## src/rtl/vga_timing_if.sv

```systemverilog
// ============================================================================
//  Module   : vga_timing_if
//  Brief    : Raster timing bundle between the timing generator and pixel logic.
//  Revision : 1.0
// ============================================================================
`default_nettype none

interface vga_timing_if;
  logic       pix_en;
  logic [9:0] hpos;
  logic [9:0] vpos;
  logic       hsync;
  logic       vsync;
  logic       display_on;
  logic       line_start;
  logic       frame_start;
  logic [7:0] frame_count;

  modport master (
    input  pix_en,
    output hpos, vpos, hsync, vsync, display_on, line_start, frame_start, frame_count
  );

  modport slave (
    output pix_en,
    input  hpos, vpos, hsync, vsync, display_on, line_start, frame_start, frame_count
  );
endinterface

`default_nettype wire

```

## src/rtl/vga_timing_gen.sv

```systemverilog
// ============================================================================
//  Module   : vga_timing_gen
//  Brief    : Raster counters, syncs, display-active flag and line/frame strobes.
//  Revision : 1.0
// ============================================================================
`default_nettype none

module vga_timing_gen #(
  parameter int H_DISPLAY = 640,
  parameter int H_FRONT   = 16,
  parameter int H_SYNC    = 96,
  parameter int H_BACK    = 48,
  parameter int V_DISPLAY = 480,
  parameter int V_BOTTOM  = 10,
  parameter int V_SYNC    = 2,
  parameter int V_TOP     = 33,
  parameter bit SYNC_POL  = 1'b0
) (
  input  wire logic   clk,
  input  wire logic   reset,
  vga_timing_if.master vga
);

  localparam int c_h_total    = H_DISPLAY + H_FRONT + H_SYNC + H_BACK;
  localparam int c_v_total    = V_DISPLAY + V_BOTTOM + V_SYNC + V_TOP;
  localparam int c_hs_start   = H_DISPLAY + H_FRONT;
  localparam int c_hs_end     = H_DISPLAY + H_FRONT + H_SYNC;
  localparam int c_vs_start   = V_DISPLAY + V_BOTTOM;
  localparam int c_vs_end     = V_DISPLAY + V_BOTTOM + V_SYNC;
  localparam logic [9:0] c_h_max = 10'(c_h_total - 1);
  localparam logic [9:0] c_v_max = 10'(c_v_total - 1);

  if (c_h_total > 1024 || c_v_total > 1024) begin : g_size_check
    $error("vga_timing_gen: H_TOTAL and V_TOTAL must not exceed 1024");
  end

  logic [9:0] r_hpos;
  logic [9:0] r_vpos;
  logic       r_hsync;
  logic       r_vsync;
  logic       r_display_on;
  logic       r_line_start;
  logic       r_frame_start;
  logic [7:0] r_frame_count;

  logic       w_h_last;
  logic       w_v_last;
  logic [9:0] w_hpos_nxt;
  logic [9:0] w_vpos_nxt;
  logic       w_line_start;
  logic       w_frame_start;
  logic       w_hs_act;
  logic       w_vs_act;
  logic       w_display_on;

  // Flags decode the next count so they line up with the counter in the same cycle.
  assign w_h_last      = (r_hpos == c_h_max);
  assign w_v_last      = (r_vpos == c_v_max);
  assign w_hpos_nxt    = w_h_last ? 10'd0 : r_hpos + 10'd1;
  assign w_vpos_nxt    = w_h_last ? (w_v_last ? 10'd0 : r_vpos + 10'd1) : r_vpos;
  assign w_line_start  = (w_hpos_nxt == 10'd0);
  assign w_frame_start = w_line_start && (w_vpos_nxt == 10'd0);
  assign w_hs_act      = (int'(w_hpos_nxt) >= c_hs_start) && (int'(w_hpos_nxt) < c_hs_end);
  assign w_vs_act      = (int'(w_vpos_nxt) >= c_vs_start) && (int'(w_vpos_nxt) < c_vs_end);
  assign w_display_on  = (int'(w_hpos_nxt) < H_DISPLAY) && (int'(w_vpos_nxt) < V_DISPLAY);

  always_ff @(posedge clk) begin
    if (reset) begin
      r_hpos        <= c_h_max;
      r_vpos        <= c_v_max;
      r_hsync       <= ~SYNC_POL;
      r_vsync       <= ~SYNC_POL;
      r_display_on  <= 1'b0;
      r_line_start  <= 1'b0;
      r_frame_start <= 1'b0;
      r_frame_count <= 8'hFF;
    end else if (vga.pix_en) begin
      r_hpos        <= w_hpos_nxt;
      r_vpos        <= w_vpos_nxt;
      r_hsync       <= w_hs_act ? SYNC_POL : ~SYNC_POL;
      r_vsync       <= w_vs_act ? SYNC_POL : ~SYNC_POL;
      r_display_on  <= w_display_on;
      r_line_start  <= w_line_start;
      r_frame_start <= w_frame_start;
      if (w_frame_start) begin
        r_frame_count <= r_frame_count + 8'd1;
      end
    end else begin
      // Strobes last one enabled cycle; everything else holds.
      r_line_start  <= 1'b0;
      r_frame_start <= 1'b0;
    end
  end

  assign vga.hpos        = r_hpos;
  assign vga.vpos        = r_vpos;
  assign vga.hsync       = r_hsync;
  assign vga.vsync       = r_vsync;
  assign vga.display_on  = r_display_on;
  assign vga.line_start  = r_line_start;
  assign vga.frame_start = r_frame_start;
  assign vga.frame_count = r_frame_count;

endmodule

`default_nettype wire

```

## src/flat_wrapper.sv

```systemverilog
// flat-port wrapper written by rule: the top's interface ports become plain ports
module vga_timing_gen_flat 
#(
  parameter int H_DISPLAY = 640,
  parameter int H_FRONT   = 16,
  parameter int H_SYNC    = 96,
  parameter int H_BACK    = 48,
  parameter int V_DISPLAY = 480,
  parameter int V_BOTTOM  = 10,
  parameter int V_SYNC    = 2,
  parameter int V_TOP     = 33,
  parameter bit SYNC_POL  = 1'b0
)
  (clk, reset, vga_pix_en, vga_hpos, vga_vpos, vga_hsync, vga_vsync, vga_display_on, vga_line_start, vga_frame_start, vga_frame_count);
  vga_timing_if vga_i ();
  input  wire logic clk;
  input  wire logic reset;
  input wire logic [$bits(vga_i.pix_en)-1:0] vga_pix_en;
  output wire logic [$bits(vga_i.hpos)-1:0] vga_hpos;
  output wire logic [$bits(vga_i.vpos)-1:0] vga_vpos;
  output wire logic [$bits(vga_i.hsync)-1:0] vga_hsync;
  output wire logic [$bits(vga_i.vsync)-1:0] vga_vsync;
  output wire logic [$bits(vga_i.display_on)-1:0] vga_display_on;
  output wire logic [$bits(vga_i.line_start)-1:0] vga_line_start;
  output wire logic [$bits(vga_i.frame_start)-1:0] vga_frame_start;
  output wire logic [$bits(vga_i.frame_count)-1:0] vga_frame_count;
  assign vga_i.pix_en = vga_pix_en;
  assign vga_hpos = vga_i.hpos;
  assign vga_vpos = vga_i.vpos;
  assign vga_hsync = vga_i.hsync;
  assign vga_vsync = vga_i.vsync;
  assign vga_display_on = vga_i.display_on;
  assign vga_line_start = vga_i.line_start;
  assign vga_frame_start = vga_i.frame_start;
  assign vga_frame_count = vga_i.frame_count;
  vga_timing_gen #(.H_DISPLAY(H_DISPLAY), .H_FRONT(H_FRONT), .H_SYNC(H_SYNC), .H_BACK(H_BACK), .V_DISPLAY(V_DISPLAY), .V_BOTTOM(V_BOTTOM), .V_SYNC(V_SYNC), .V_TOP(V_TOP), .SYNC_POL(SYNC_POL)) u_core (.clk(clk), .reset(reset), .vga(vga_i));
endmodule
```

## config.mk

```make
export PLATFORM = sky130hd
export DESIGN_NAME = vga_timing_gen_flat
export DESIGN_NICKNAME = d
export VERILOG_FILES = /design/src/rtl/vga_timing_if.sv /design/src/rtl/vga_timing_gen.sv /design/src/flat_wrapper.sv
export SDC_FILE = /design/constraint.sdc
export NUM_CORES = 1
export LEC_CHECK = 0
export ABC_AREA = 1
export CORE_ASPECT_RATIO = 1.5
export CORE_MARGIN = 1
export CORE_UTILIZATION = 25
export CTS_BUF_LIST = sky130_fd_sc_hd__clkbuf_8
export CTS_CLUSTER_SIZE = 16
export DETAILED_ROUTE_END_ITERATION = 8
export PLACE_DENSITY = 0.48
export SYNTH_ARGS = -nofsm -noshare
export SYNTH_HDL_FRONTEND = slang
export SYNTH_SLANG_ARGS = --single-unit
```

## constraint.sdc

```tcl
create_clock -name clk -period 2.45 [get_ports clk]
set_input_delay 0.49 -clock clk [delete_from_list [all_inputs] [get_ports clk]]
set_output_delay 0.49 -clock clk [all_outputs]
set_load 0.02 [all_outputs]
```

# Word level (Yosys, flattened, before mapping)
# Cells that the tools add are included.
word_totals:
  out_inout_bits: 33
  reg_bits: 33
  input_bits: 3
  latch_bits: 0
  word_cells: 33
  memories: 0
  rom_bits: 0
  ramBits: 0
op_classes:
  magnitude_cmp: 6
  bitwise: 1
  n_eq_ne: 2
  mux: 5
  n_reduce_logical: 8
  addsub: 3
  n_shift: 0
  n_div: 0
  n_mul: 0
op_table:
  columns: ["operator", "n"]
  rows:
  - ["10-bit 2-to-1 mux", 3]
  - ["10-bit by 1-bit adder with 10-bit output (second input constant)", 2]
  - ["10-bit equality test (second input constant)", 2]
  - ["10-bit logical NOT", 2]
  - ["10-bit less-than comparator (second input constant)", 2]
  - ["10-bit by 9-bit less-than comparator with 1-bit output (second input constant)", 2]
  - ["10-bit greater-or-equal comparator (second input constant)", 1]
  - ["10-bit by 9-bit greater-or-equal comparator with 1-bit output (second input constant)", 1]
  - ["8-bit by 1-bit adder with 8-bit output (second input constant)", 1]
  - ["1-bit logical AND", 4]
  - ["1-bit 2-to-1 mux", 2]
  - ["2-bit AND reduction", 1]
  - ["2-bit OR reduction", 1]
  - ["1-bit NOT", 1]

# Logic depth before layout (Yosys ltp)
# Gate-level depths: netlist (run 1).
logic_depth:
  word_depth: 6
  mapped_depth: 14
  mapped_depth_nobuf: 14

# Least setup slack after synthesis (run 1)
# OpenSTA, ideal clock, no wires.
synth_path:
  path_kind: "reg2reg"
  start: "reg u_core.r_hpos[0] (netlist: u_core.vga.hpos[0])"
  end: "reg u_core.r_frame_count[2] (netlist: u_core.vga.frame_count[2])"
  path_slack_ns: 0.319
  setup_ns: 0.134
  t_arrival_ns: 1.998
  path_buffers: 1
  t_required_ns: 2.316
  path_stages_with_launch: 14
  cell_sequence: "dfxtp_1 -> ha_1 -> nand2_2 -> nor2_8 -> nand2_4 -> nor2_8 -> buf_8 -> nand3_2 -> nand3_2 -> nand2_4 -> inv_2 -> nand4_4 -> nand2_1 -> nand3_1"
synth_between:
  elab_chain_cells: 5
synth_lines:
  columns: ["item", "line", "text"]
  rows:
  - ["start, declared", "vga_timing_gen.sv:37", "logic [9:0] r_hpos;"]
  - ["start signal, assigned", "vga_timing_gen.sv:69", "r_hpos <= c_h_max;"]
  - ["start signal, assigned", "vga_timing_gen.sv:78", "r_hpos <= w_hpos_nxt;"]
  - ["10-bit by 1-bit adder with 10-bit output or 10-bit equality test (tied branches)", "vga_timing_gen.sv:59, vga_timing_gen.sv:57", null]
  - ["10-bit 2-to-1 mux (on tied branches)", "vga_timing_gen.sv:59, vga_timing_gen.sv:60", null]
  - ["10-bit logical NOT (on tied branches)", "vga_timing_gen.sv:61, vga_timing_gen.sv:62", null]
  - ["1-bit logical AND *", "vga_timing_gen.sv:62", "assign w_frame_start = w_line_start && (w_vpos_nxt == 10'd0);"]
  - ["2-bit AND reduction (no source line) *", null, null]
  - ["end signal, assigned", "vga_timing_gen.sv:86", "r_frame_count <= r_frame_count + 8'd1;"]
  - ["end, declared", "vga_timing_gen.sv:44", "logic [7:0] r_frame_count;"]
# Every way passes the cells marked *; elsewhere a longest branch is shown, timed or not.
# A chain may end at the register's enable or synchronous reset.

# Worst setup path in the final report (run 1)
layout_path:
  start: "reg u_core.r_hpos[1] (netlist: u_core.vga.hpos[1])"
  end: "reg u_core.r_frame_count[2] (netlist: u_core.vga.frame_count[2])"
# Same word-level chain as after synthesis.

==> summary.md, run 1 <==
| Metric | Value |
|---|---|
| WL per Instance | 12.88 um |
| R2r setup slk | 0.35 ns |
| Vias per inst | 4.687 |
| Hold Path Class | reg -> reg |
| Hpwl dp | approximately 5200 um |
| Fin Setup TNS | 0 ns |
| Vias in the first global route | 2,343 |
| Final net count | 419 |
| CP arrival | between 2 and 2.5 ns |
| Max cap viols | 0 |
| Vert. Die Dim | between 100 and 150 um |
| Mapped Cells | approximately 370 |
| Final Cycle Share | 0.8555 |
| Tot Pwr | 1618 uW |
| Fmax | roughly 480 MHz |
| Max-slew headroom | 0.6499 |
| Ant. Diodes | 0 |
| CP max FO | 11 |
| Worst Hold Endpoint | u_core.vga.hsync$_SDFFE_PP1P_ |
| Status | complete, no violations |
| Synth area leaders | dfxtp_1 28%, nand2_1 14%, nand3_1 8.8% |
| Mapped Nets | 380 |
| CTS tree | built |
| Post-route DRC | 0 |
| Max-slew violations | 0 |
| CP Class | reg -> reg |
| CTS buffer count | 5 |
| Register area share after synthesis | 0.2756 |
| Initial DRC count | 87 |
| Crit Reg-Reg Endpoint | u_core.vga.frame_count[2]$_SDFFE_PP1P_ |
| Length of the first detailed-routing pass in iterations | 4 |
| IO Port Bufs | 35 |
| CTS H-tree depth | 2 |
| Tot GR Track Use | 0.1497 |
| First-pass GRT wire length | 11,410 um |
| Post-layout instance area | 3023 um2 |
| Initial antenna violation count | 0 |
| Area leader, netlist | dfxtp_1 |
| Post-Route WL | just under 7000 um |
| Hold depth | 2 |
| Cell row count | 43 |
| Fin. Hold Viols | 0 |
| Worst skew pair latency | around 0.30 ns |
| Core Region | 9254 um2 |
| Most Frequent Cell on Critical Path | nand2_1 |
| Synth-to-layout area growth | 26.10% |
| Hold Buf Count CTS | 0 |
| Clock edge transition at the registers on the reported setup and hold paths | 0.08 ns |
| Share of cells above drive strength 1 | 0.1189 |
| Finish-stage setup viols | 0 |
| Critical Path Start Type | flip-flop |
| Mapped Area | 2397 um2 |
| Fillers | 1,020 |
| Hold_sp | u_core.vga.hsync$_SDFFE_PP1P_ |
| Crit. End Element | flip-flop |
| Fin crit period | ~2.1 ns |
| Leakage power | 0.001540 uW |
| DR vias | around 2,500 |
| Largest net degree at the start of global routing | 19 |
| Clock Skew | 0.01114 ns |
| Yosys Warn Count | 0 |
| Max IR drop VDD | 0.3976 mV |
| Die W | 81.96 um |
| Root buffer cell | clkbuf_8 |
| Post-synthesis cell type count | 31 |
| WHS | 0.4791 ns |
| Worst Reg2Reg Path Length in Cells | 13 |
| CP Data Required Time | 2.62 ns |
| Gr ovfl total | 0 |
| Clk sinks | 33 |
| RSZ-0062 raised after global routing | no |
| Yosys reg bits | 33 |
| Slowest CP cell | dfxtp_1 |
| CP cell instances | ha_1 > nand2_2 > nor2_8 > nand3_2 > buf_4 > nand2_1 > nand2_2 > nor2_1 > nand2_1 > nor2_2 > nand4_4 > nand2_1 > nand3_1 |
| Antenna-violating nets left | 0 |
| PD cells | between 500 and 600 nW/um2 |
| IO Count | 36 |
| Placed cell areas | 2873 um2 |
| CTS max path bufs | 2 |
| Post-synth top area share | 0.2756 |
| Worst Max-Slew Pin Slew | 0.5246 ns |
| Commonest non-fill, non-tap cell in the layout | nand2_1 |
| Commonest non-fill, non-tap cells in the layout | 92 x nand2_1, 44 x inv_1, 42 x nand3_1 |
| Synth Area per Inst | around 6.4 um2 |
| Placer Congestion | 0.8023 |
| Max incr delay on CP | 0.34 ns |
| Reg2reg start | u_core.vga.hpos[1]$_SDFFE_PP1P_ |
| Die footprint | around 10000 um2 |
| Initial Util | 0.2591 |
| Fin util | 0.3267 |
## metal layers
layer	vias to the layer above	global-route usage	wire, um
met3	18	0.02622	226
li1	1287	-	-
met5	-	0	0
met4	0	0.07785	267
met1	1104	0.1702	2782
met2	47	0.2593	3470
## registers in the layout, summed over array words and instances, names as in the netlist
signal and cells:
u_core.vga.vsync 1, u_core.vga.line_start 1, u_core.vga.hpos 10, u_core.vga.frame_count 8, u_core.vga.display_on 1, u_core.vga.vpos 10, u_core.vga.frame_start 1, u_core.vga.hsync 1
## synthesized netlist by cell type
cell type and n:
o21bai_1 1, o21ai_0 20, inv_2 2, buf_6 1, nand2_1 92, nand2_4 3
nor2_4 1, nand2_2 6, o21ai_1 1, dfxtp_1 33, nor2_1 33, buf_2 6
nor2_8 4, xnor2_1 2, inv_1 44, buf_8 1, nand4_1 20, clkinv_1 1
a21oi_1 20, xor2_1 5, clkbuf_1 7, nand3b_1 2, a21o_1 1, nand3_2 5
nor3_1 4, nor2_2 6, o31ai_1 2, nand3_1 42, nand4_4 1, ha_1 5
buf_4 1
## logic make-up (layout without fill, tap and decap cells)
kind of cell | count (synthesis) | after routing | share of synthesized area
AO/OA/AOI/OAI | 45 | 45 | 0.09812
XOR/XNOR | 7 | 7 | 0.02557
flip-flops | 33 | 33 | 0.2756
buffers and inverters | 63 | 103 | 0.1112
adder cells (fa/ha/maj) | 5 | 5 | 0.02610
AND/OR/NAND/NOR | 219 | 219 | 0.4635
## worst max-delay path by stage
| stage | from | to | slack, ns | cells past startpoint |
|---|---|---|---|---|
| after floorplan | u_core.vga.hpos[0]$_SDFFE_PP1P_ | u_core.vga.frame_count[2]$_SDFFE_PP1P_ | 0.32 | 13 |
| after global placement | u_core.vga.hpos[1]$_SDFFE_PP1P_ | u_core.vga.frame_count[6]$_SDFFE_PP1P_ | 0.23 | 12 |
| after detailed placement | u_core.vga.hpos[0]$_SDFFE_PP1P_ | u_core.vga.frame_count[4]$_SDFFE_PP1P_ | 0.21 | 12 |
| after CTS | u_core.vga.hpos[0]$_SDFFE_PP1P_ | u_core.vga.frame_count[4]$_SDFFE_PP1P_ | 0.20 | 12 |
| after global routing | u_core.vga.vpos[1]$_SDFFE_PP0P_ | u_core.vga.frame_count[2]$_SDFFE_PP1P_ | 0.06 | 11 |
| final | u_core.vga.hpos[1]$_SDFFE_PP1P_ | u_core.vga.frame_count[2]$_SDFFE_PP1P_ | 0.35 | 13 |
## worst max-delay path, delay by kind of cell (launching register included)
kind	cells	cell delay, ns
fa+ha+maj	1	0.24
simple gates	11	1.19
flops	1	0.34
buf+inv	1	0.19
## where the power goes
part	leakage [uW]	internal [uW]	switching [uW]
registers	0.000271	564	47.9
clock network	0.0000543	305	234
logic	0.00121	174	293
## metrics by stage
step           worst slack (ns)  std cells
3_5_place_dp             0.2122        513
4_1_cts                  0.2028        521
6_report                 0.3541        524
5_1_grt                 0.06090        524
2_1_floorplan            0.3186        372
3_3_place_gp             0.2285        513
## cell type report
cell class,instances,area (um2),share of cell area
Multi-Input combinational cell,276,1470,0.4863
Sequential cell,33,660.6,0.2185
Timing Repair Buffer,48,460.4,0.1523
Inverter,47,176.4,0.05836
Tap cell,112,140.1,0.04636
Clock buffer,5,68.82,0.02276
Clock inverter,3,46.29,0.01531
## repair_timing
action / 4_1_cts / 5_1_grt
setup buffers: 0 / 3
endpoints found under the setup margin: 0 / 8
resized for setup: 0 / 0
No activity file was read; power rests on OpenSTA's default activity.
==> inputs of run 2 (changes only) <==
--- a/config.mk
+++ b/config.mk
@@ -6,13 +6,14 @@
 export NUM_CORES = 1
 export LEC_CHECK = 0
 export ABC_AREA = 1
-export CORE_ASPECT_RATIO = 1.5
+export CORE_ASPECT_RATIO = 2
 export CORE_MARGIN = 1
 export CORE_UTILIZATION = 25
 export CTS_BUF_LIST = sky130_fd_sc_hd__clkbuf_8
 export CTS_CLUSTER_SIZE = 16
 export DETAILED_ROUTE_END_ITERATION = 8
 export PLACE_DENSITY = 0.48
+export SLEW_MARGIN = 20
 export SYNTH_ARGS = -nofsm -noshare
 export SYNTH_HDL_FRONTEND = slang
 export SYNTH_SLANG_ARGS = --single-unit
==> run 2 against run 1 <==
The run now ends with DRC left. Global-route usage increased by 0.66 points. Combinational power increased by 2%. Cell area decreased by 1.7%. Clock skew decreased by 0.0041 ns. Core utilization decreased by 0.79 points. Die area increased by 0.16%. Critical endpoint unchanged. Largest cell class unchanged.
==> summary.md, run 2 (synthesized netlist as in run 1, its figures left out) <==
| Metric | Value |
|---|---|
| IO Count | 36 |
| Fmax | 445.2 MHz |
| Crit. End Element | flip-flop |
| Ant. Diodes | 0 |
| Commonest non-fill, non-tap cells in the layout | 92 x nand2_1, 44 x inv_1, 42 x nand3_1 |
| Die footprint | 10,010 um2 |
| Fin Setup TNS | 0 ns |
| Max cap viols | 0 |
| CP max FO | 12 |
| Cell row count | 50 |
| Final net count | 418 |
| Worst Max-Slew Pin Slew | 0.3719 ns |
| Die W | about 71 um |
| Worst skew pair latency | approximately 0.30 ns |
| Hold Path Class | reg -> reg |
| Post-route DRC | 2 |
| CP Data Required Time | 2.64 ns |
| Max-slew headroom | 0.7520 |
| Leakage power | 0.001521 uW |
| Vias in the first global route | ~2,400 |
| CP Class | reg -> reg |
| CTS tree | built |
| CTS H-tree depth | 2 |
| Critical Path Start Type | flip-flop |
| Synth-to-layout area growth | 23.96% |
| Final Cycle Share | 0.9167 |
| Antenna-violating nets left | 0 |
| Length of the first detailed-routing pass in iterations | 6 |
| CTS max path bufs | 2 |
| Failing checks | DRC |
| Placer Congestion | 0.8058 |
| Status | finished with violations |
| Max IR drop VDD | 0.3337 mV |
| WL per Instance | 14.30 um |
| Clock edge transition at the registers on the reported setup and hold paths | roughly 0.080 ns |
| Tot GR Track Use | 0.1563 |
| First-pass GRT wire length | 12,110 um |
| Initial DRC count | 121 |
| Max-slew violations | 0 |
| Commonest non-fill, non-tap cell in the layout | nand2_1 |
| Largest net degree at the start of global routing | 33 |
| Pre-CTS WS | 0.02766 ns |
| Share of cells above drive strength 1 | 0.1168 |
| Gr ovfl total | 0 |
| Hpwl dp | roughly 5800 um |
| Final setup margin | 0.2040 ns |
| Initial Util | 0.2572 |
| IO Port Bufs | 35 |
| DR vias | 2,478 |
| Fin. Hold Viols | 0 |
| Core Region | 9321 um2 |
| CTS buffer count | 5 |
| Clk sinks | 33 |
| CP arrival | ~2.4 ns |
| Fin crit period | between 2 and 2.5 ns |
| RSZ-0062 raised after global routing | no |
| PD cells | between 500 and 600 nW/um2 |
| Initial antenna violation count | 0 |
| Root buffer cell | clkbuf_8 |
| Vias per inst | slightly below 5 |
| R2r setup slk | 0.20 ns |
| Finish-stage setup viols | 0 |
| Post-Route WL | approximately 7400 um |
| Vert. Die Dim | ~140 um |
| Clock Skew | between 0.007 and 0.008 ns |
run 2: path summary, 6_finish.rpt:
check / from / end / cells past startpoint
setup / recovery: u_core.vga.hpos[0]$_SDFFE_PP1P_ / u_core.vga.frame_count[2]$_SDFFE_PP1P_ / 12
hold / removal: u_core.vga.hsync$_SDFFE_PP1P_ / u_core.vga.hsync$_SDFFE_PP1P_ / 2
setup reg to reg: u_core.vga.hpos[0]$_SDFFE_PP1P_ / u_core.vga.frame_count[2]$_SDFFE_PP1P_ / 12
hold reg to reg: u_core.vga.hsync$_SDFFE_PP1P_ / u_core.vga.hsync$_SDFFE_PP1P_ / 2
run 2: repair_timing:
action / 4_1_cts / 5_1_grt
hold buffers: 0 / 0
endpoints found under the hold margin: 0 / 0
setup buffers: 0 / 0
gates resized for setup: 0 / 1
setup endpoints to repair: 0 / 7
run 2: layout make-up:
cell class,instances,area [um2]
clock inverter,3,17.52
sequential,33,660.6
multi-input combinational,276,1478
fill,1051,6350
inverter,47,176.4
timing repair buffer,47,440.4
clock buffer,5,68.82
tap,104,130.1
run 2: stage by stage:
step	power, uW	hold slack, ns	utilization	area [um2]	instances
5_1_grt	1618	0.5176	0.3188	2972	515
3_5_place_dp	1100	0.4624	0.3087	2878	507
4_1_cts	1539	0.4911	0.3180	2964	515
3_3_place_gp	1102	0.4686	0.3087	2878	507
6_report	1515	0.4826	0.3188	2972	515
2_1_floorplan	946.0	0.5442	-	2397	372
run 2: power breakdown:
group / internal (uW) / switching [uW] / total (uW) / leakage (uW)
combinational: 169 / 308 / 476 / 0.00121
sequential: 564 / 47.4 / 611 / 0.000271
clock: 196 / 231 / 427 / 0.0000439
total: 929 / 586 / 1520 / 0.00152
run 2: metal layers:
layer  global-route usage  vias to the layer above  wire length [um]
met1               0.1532                     1109              2737
met3              0.01871                       22               182
met2               0.3013                       62              4120
li1                     -                     1285                 -
met5                    0                        -                 0
met4              0.09158                        0               321
run 2: worst max-delay path, cell delays in order, from the launching register on:
cell and delay, ns:
dfxtp_1 0.34, ha_1 0.24, nand2_2 0.11, nor2_8 0.15
nand3_4 0.19, nand2_1 0.16, nand2_1 0.06, nor2_1 0.17
nand3_1 0.20, nor2_8 0.18, nand4_4 0.17, nand2_1 0.09
nand3_1 0.07
==> inputs of run 3 (changes only) <==
--- a/config.mk
+++ b/config.mk
@@ -12,7 +12,7 @@
 export CTS_BUF_LIST = sky130_fd_sc_hd__clkbuf_8
 export CTS_CLUSTER_SIZE = 16
 export DETAILED_ROUTE_END_ITERATION = 8
-export PLACE_DENSITY = 0.48
+export PLACE_DENSITY = 0.42
 export SLEW_MARGIN = 20
 export SYNTH_ARGS = -nofsm -noshare
 export SYNTH_HDL_FRONTEND = slang
==> run 3 against run 2 <==
Routed wire length increased by 6.5%. Largest power group unchanged. Sequential power is 0.7% higher. Fmax down 0.54%. Sequential share of layout area down 0.35 points. Register-to-register slack is essentially flat. Via count increased by 0.32%. Clock skew is 0.0035 ns lower. The run now ends clean. Power increased by 8.1%.
==> summary.md, run 3 (synthesized netlist as in run 1, its figures left out) <==
| Metric | Value |
|---|---|
| Core Region | 9321 um2 |
| WL per Instance | between 15 and 20 um |
| Max-slew violations | 0 |
| Max incr delay on CP | around 0.34 ns |
| Die W | 71.25 um |
| Worst skew pair latency | 0.30 ns |
| Die footprint | approximately 10,000 um2 |
| Gr ovfl total | 0 |
| Post-Route WL | 7842 um |
| PD cells | 542.5 nW/um2 |
| Tot GR Track Use | 0.1673 |
| Ant. Diodes | 0 |
| DR vias | approximately 2,500 |
| First-pass GRT wire length | 12,540 um |
| CTS buffer count | 5 |
| Vias in the first global route | 2,477 |
| Buf+Inv Stages, Crit Path | 0 |
| Crit. End Element | flip-flop |
| Initial antenna violation count | 0 |
| Fmax | 442.8 MHz |
| Clock edge transition at the registers on the reported setup and hold paths | 0.07 ns |
| Hold Path Class | reg -> reg |
| Hpwl dp | 6235 um |
| Synth-to-layout area growth | 25.94% |
| Placer Congestion | 0.8578 |
| Leakage power | 0.001548 uW |
| Vert. Die Dim | 140.5 um |
| Max IR drop VDD | 0.3814 mV |
| Most Frequent Cell on Critical Path | nor2_8 |
| Hold depth | 2 |
| Largest net degree at the start of global routing | 21 |
| Slowest CP cell | dfxtp_1 |
| Fin Setup TNS | 0 ns |
| CP max FO | 17 |
| Finish-stage setup viols | 0 |
| Cell row count | 50 |
| Final setup margin | about 0.19 ns |
| CP Data Required Time | roughly 2.6 ns |
| Fillers | 1,033 |
| CTS H-tree depth | 2 |
| Clock Skew | 0.003552 ns |
| Hold Buf Count CTS | 0 |
| Commonest non-fill, non-tap cells in the layout | 92 x nand2_1, 45 x inv_1, 42 x nand3_1 |
| Length of the first detailed-routing pass in iterations | 4 |
| CP delay by family, top | simple AND/OR/NAND/NOR gates |
| Vias per inst | approximately 4.8 |
| Pre-CTS WS | 0.2239 ns |
| Final Cycle Share | 0.9217 |
| IO Port Bufs | 35 |
| Post-CTS Setup Inserts | 0 |
| Critical Path Start Type | flip-flop |
| Fin. Hold Viols | 0 |
| Tot Pwr | roughly 1600 uW |
| Share of cells above drive strength 1 | 0.1211 |
| Initial DRC count | 111 |
| Worst Reg2Reg Path Length in Cells | 12 |
| Root buffer cell | clkbuf_8 |
| CP cell instances | ha_1 > nand2_2 > nor2_8 > nand2_4 > nor2_8 > nor2_1 > nor2_2 > nand2_2 > nor2_8 > nand4_4 > nand2_1 > nand3_1 |
| Worst Max-Slew Pin Slew | around 0.46 ns |
| Final net count | 420 |
| CP arrival | 2.42 ns |
| RSZ-0062 raised after global routing | no |
| Initial Util | 0.2572 |
| Antenna-violating nets left | 0 |
| Max cap viols | 0 |
| IO Count | 36 |
| CP Class | reg -> reg |
| CTS max path bufs | 2 |
| Clk sinks | 33 |
| Fin crit period | 2.258 ns |
| Status | complete, no violations |
| CTS tree | built |
| Max-slew headroom | 0.6939 |
| Critical Path Stages | 12 |
| Commonest non-fill, non-tap cell in the layout | nand2_1 |
| Post-route DRC | 0 |
## run 3: cell count changes in the layout (fill, tap and decap cells not counted), sizes merged
cell / change
clkinv: -2
inv: +1
buf: +2
clkinvlp: -1
bufinv: +1
clkbuf: +1
## run 3: per-layer routing
metal | GRT usage | routed length, um
met4 | 0.1158 | 429
met2 | 0.3343 | 4497
met5 | 0 | 0
met3 | 0.02086 | 175
met1 | 0.1456 | 2738
## run 3: what timing repair did
item                                    CTS  global route
hold endpoints to repair                  0             0
resized for setup                         0             2
endpoints found under the setup margin    0             3
## run 3: area by class of cell
cell class | instances | area, um2 | share of cell area
multi-input cells | 276 | 1480 | 0.4903
flip-flops and latches | 33 | 660.6 | 0.2188
repair buffers | 49 | 455.4 | 0.1508
inverters | 47 | 176.4 | 0.05843
well taps | 104 | 130.1 | 0.04310
clock buffers | 6 | 82.58 | 0.02735
clock inverters | 2 | 33.78 | 0.01119
## run 3: where the power goes
part	internal, uW	switching, uW
Sequential	564	50.6
Combinational	167	313
Clock	327	215
## run 3: metrics by stage
step                      hold WS, ns  cell area, um2  instances  utilization
final                          0.4785            3019        517       0.3239
after global routing           0.5147            3019        517       0.3239
after CTS                      0.4821            3009        517       0.3228
after detailed placement       0.4596            2893        509       0.3103
after global placement         0.4659            2893        509       0.3103
after floorplan                0.5442            2397        372            -
## run 3: tightest hold or removal path: cells and delay by family (launching register included)
kind | cells | cell delay [ns]
flip-flops | 1 | 0.33
AND/OR/NAND/NOR | 2 | 0.12
## run 3: final timing paths
check,start,to,slack [ns]
setup reg to reg,u_core.vga.hpos[0]$_SDFFE_PP1P_,u_core.vga.frame_count[7]$_SDFFE_PP1P_,0.19
hold / removal,u_core.vga.hsync$_SDFFE_PP1P_,u_core.vga.hsync$_SDFFE_PP1P_,0.48
hold reg to reg,u_core.vga.hsync$_SDFFE_PP1P_,u_core.vga.hsync$_SDFFE_PP1P_,0.48
setup / recovery,u_core.vga.hpos[0]$_SDFFE_PP1P_,u_core.vga.frame_count[7]$_SDFFE_PP1P_,0.19
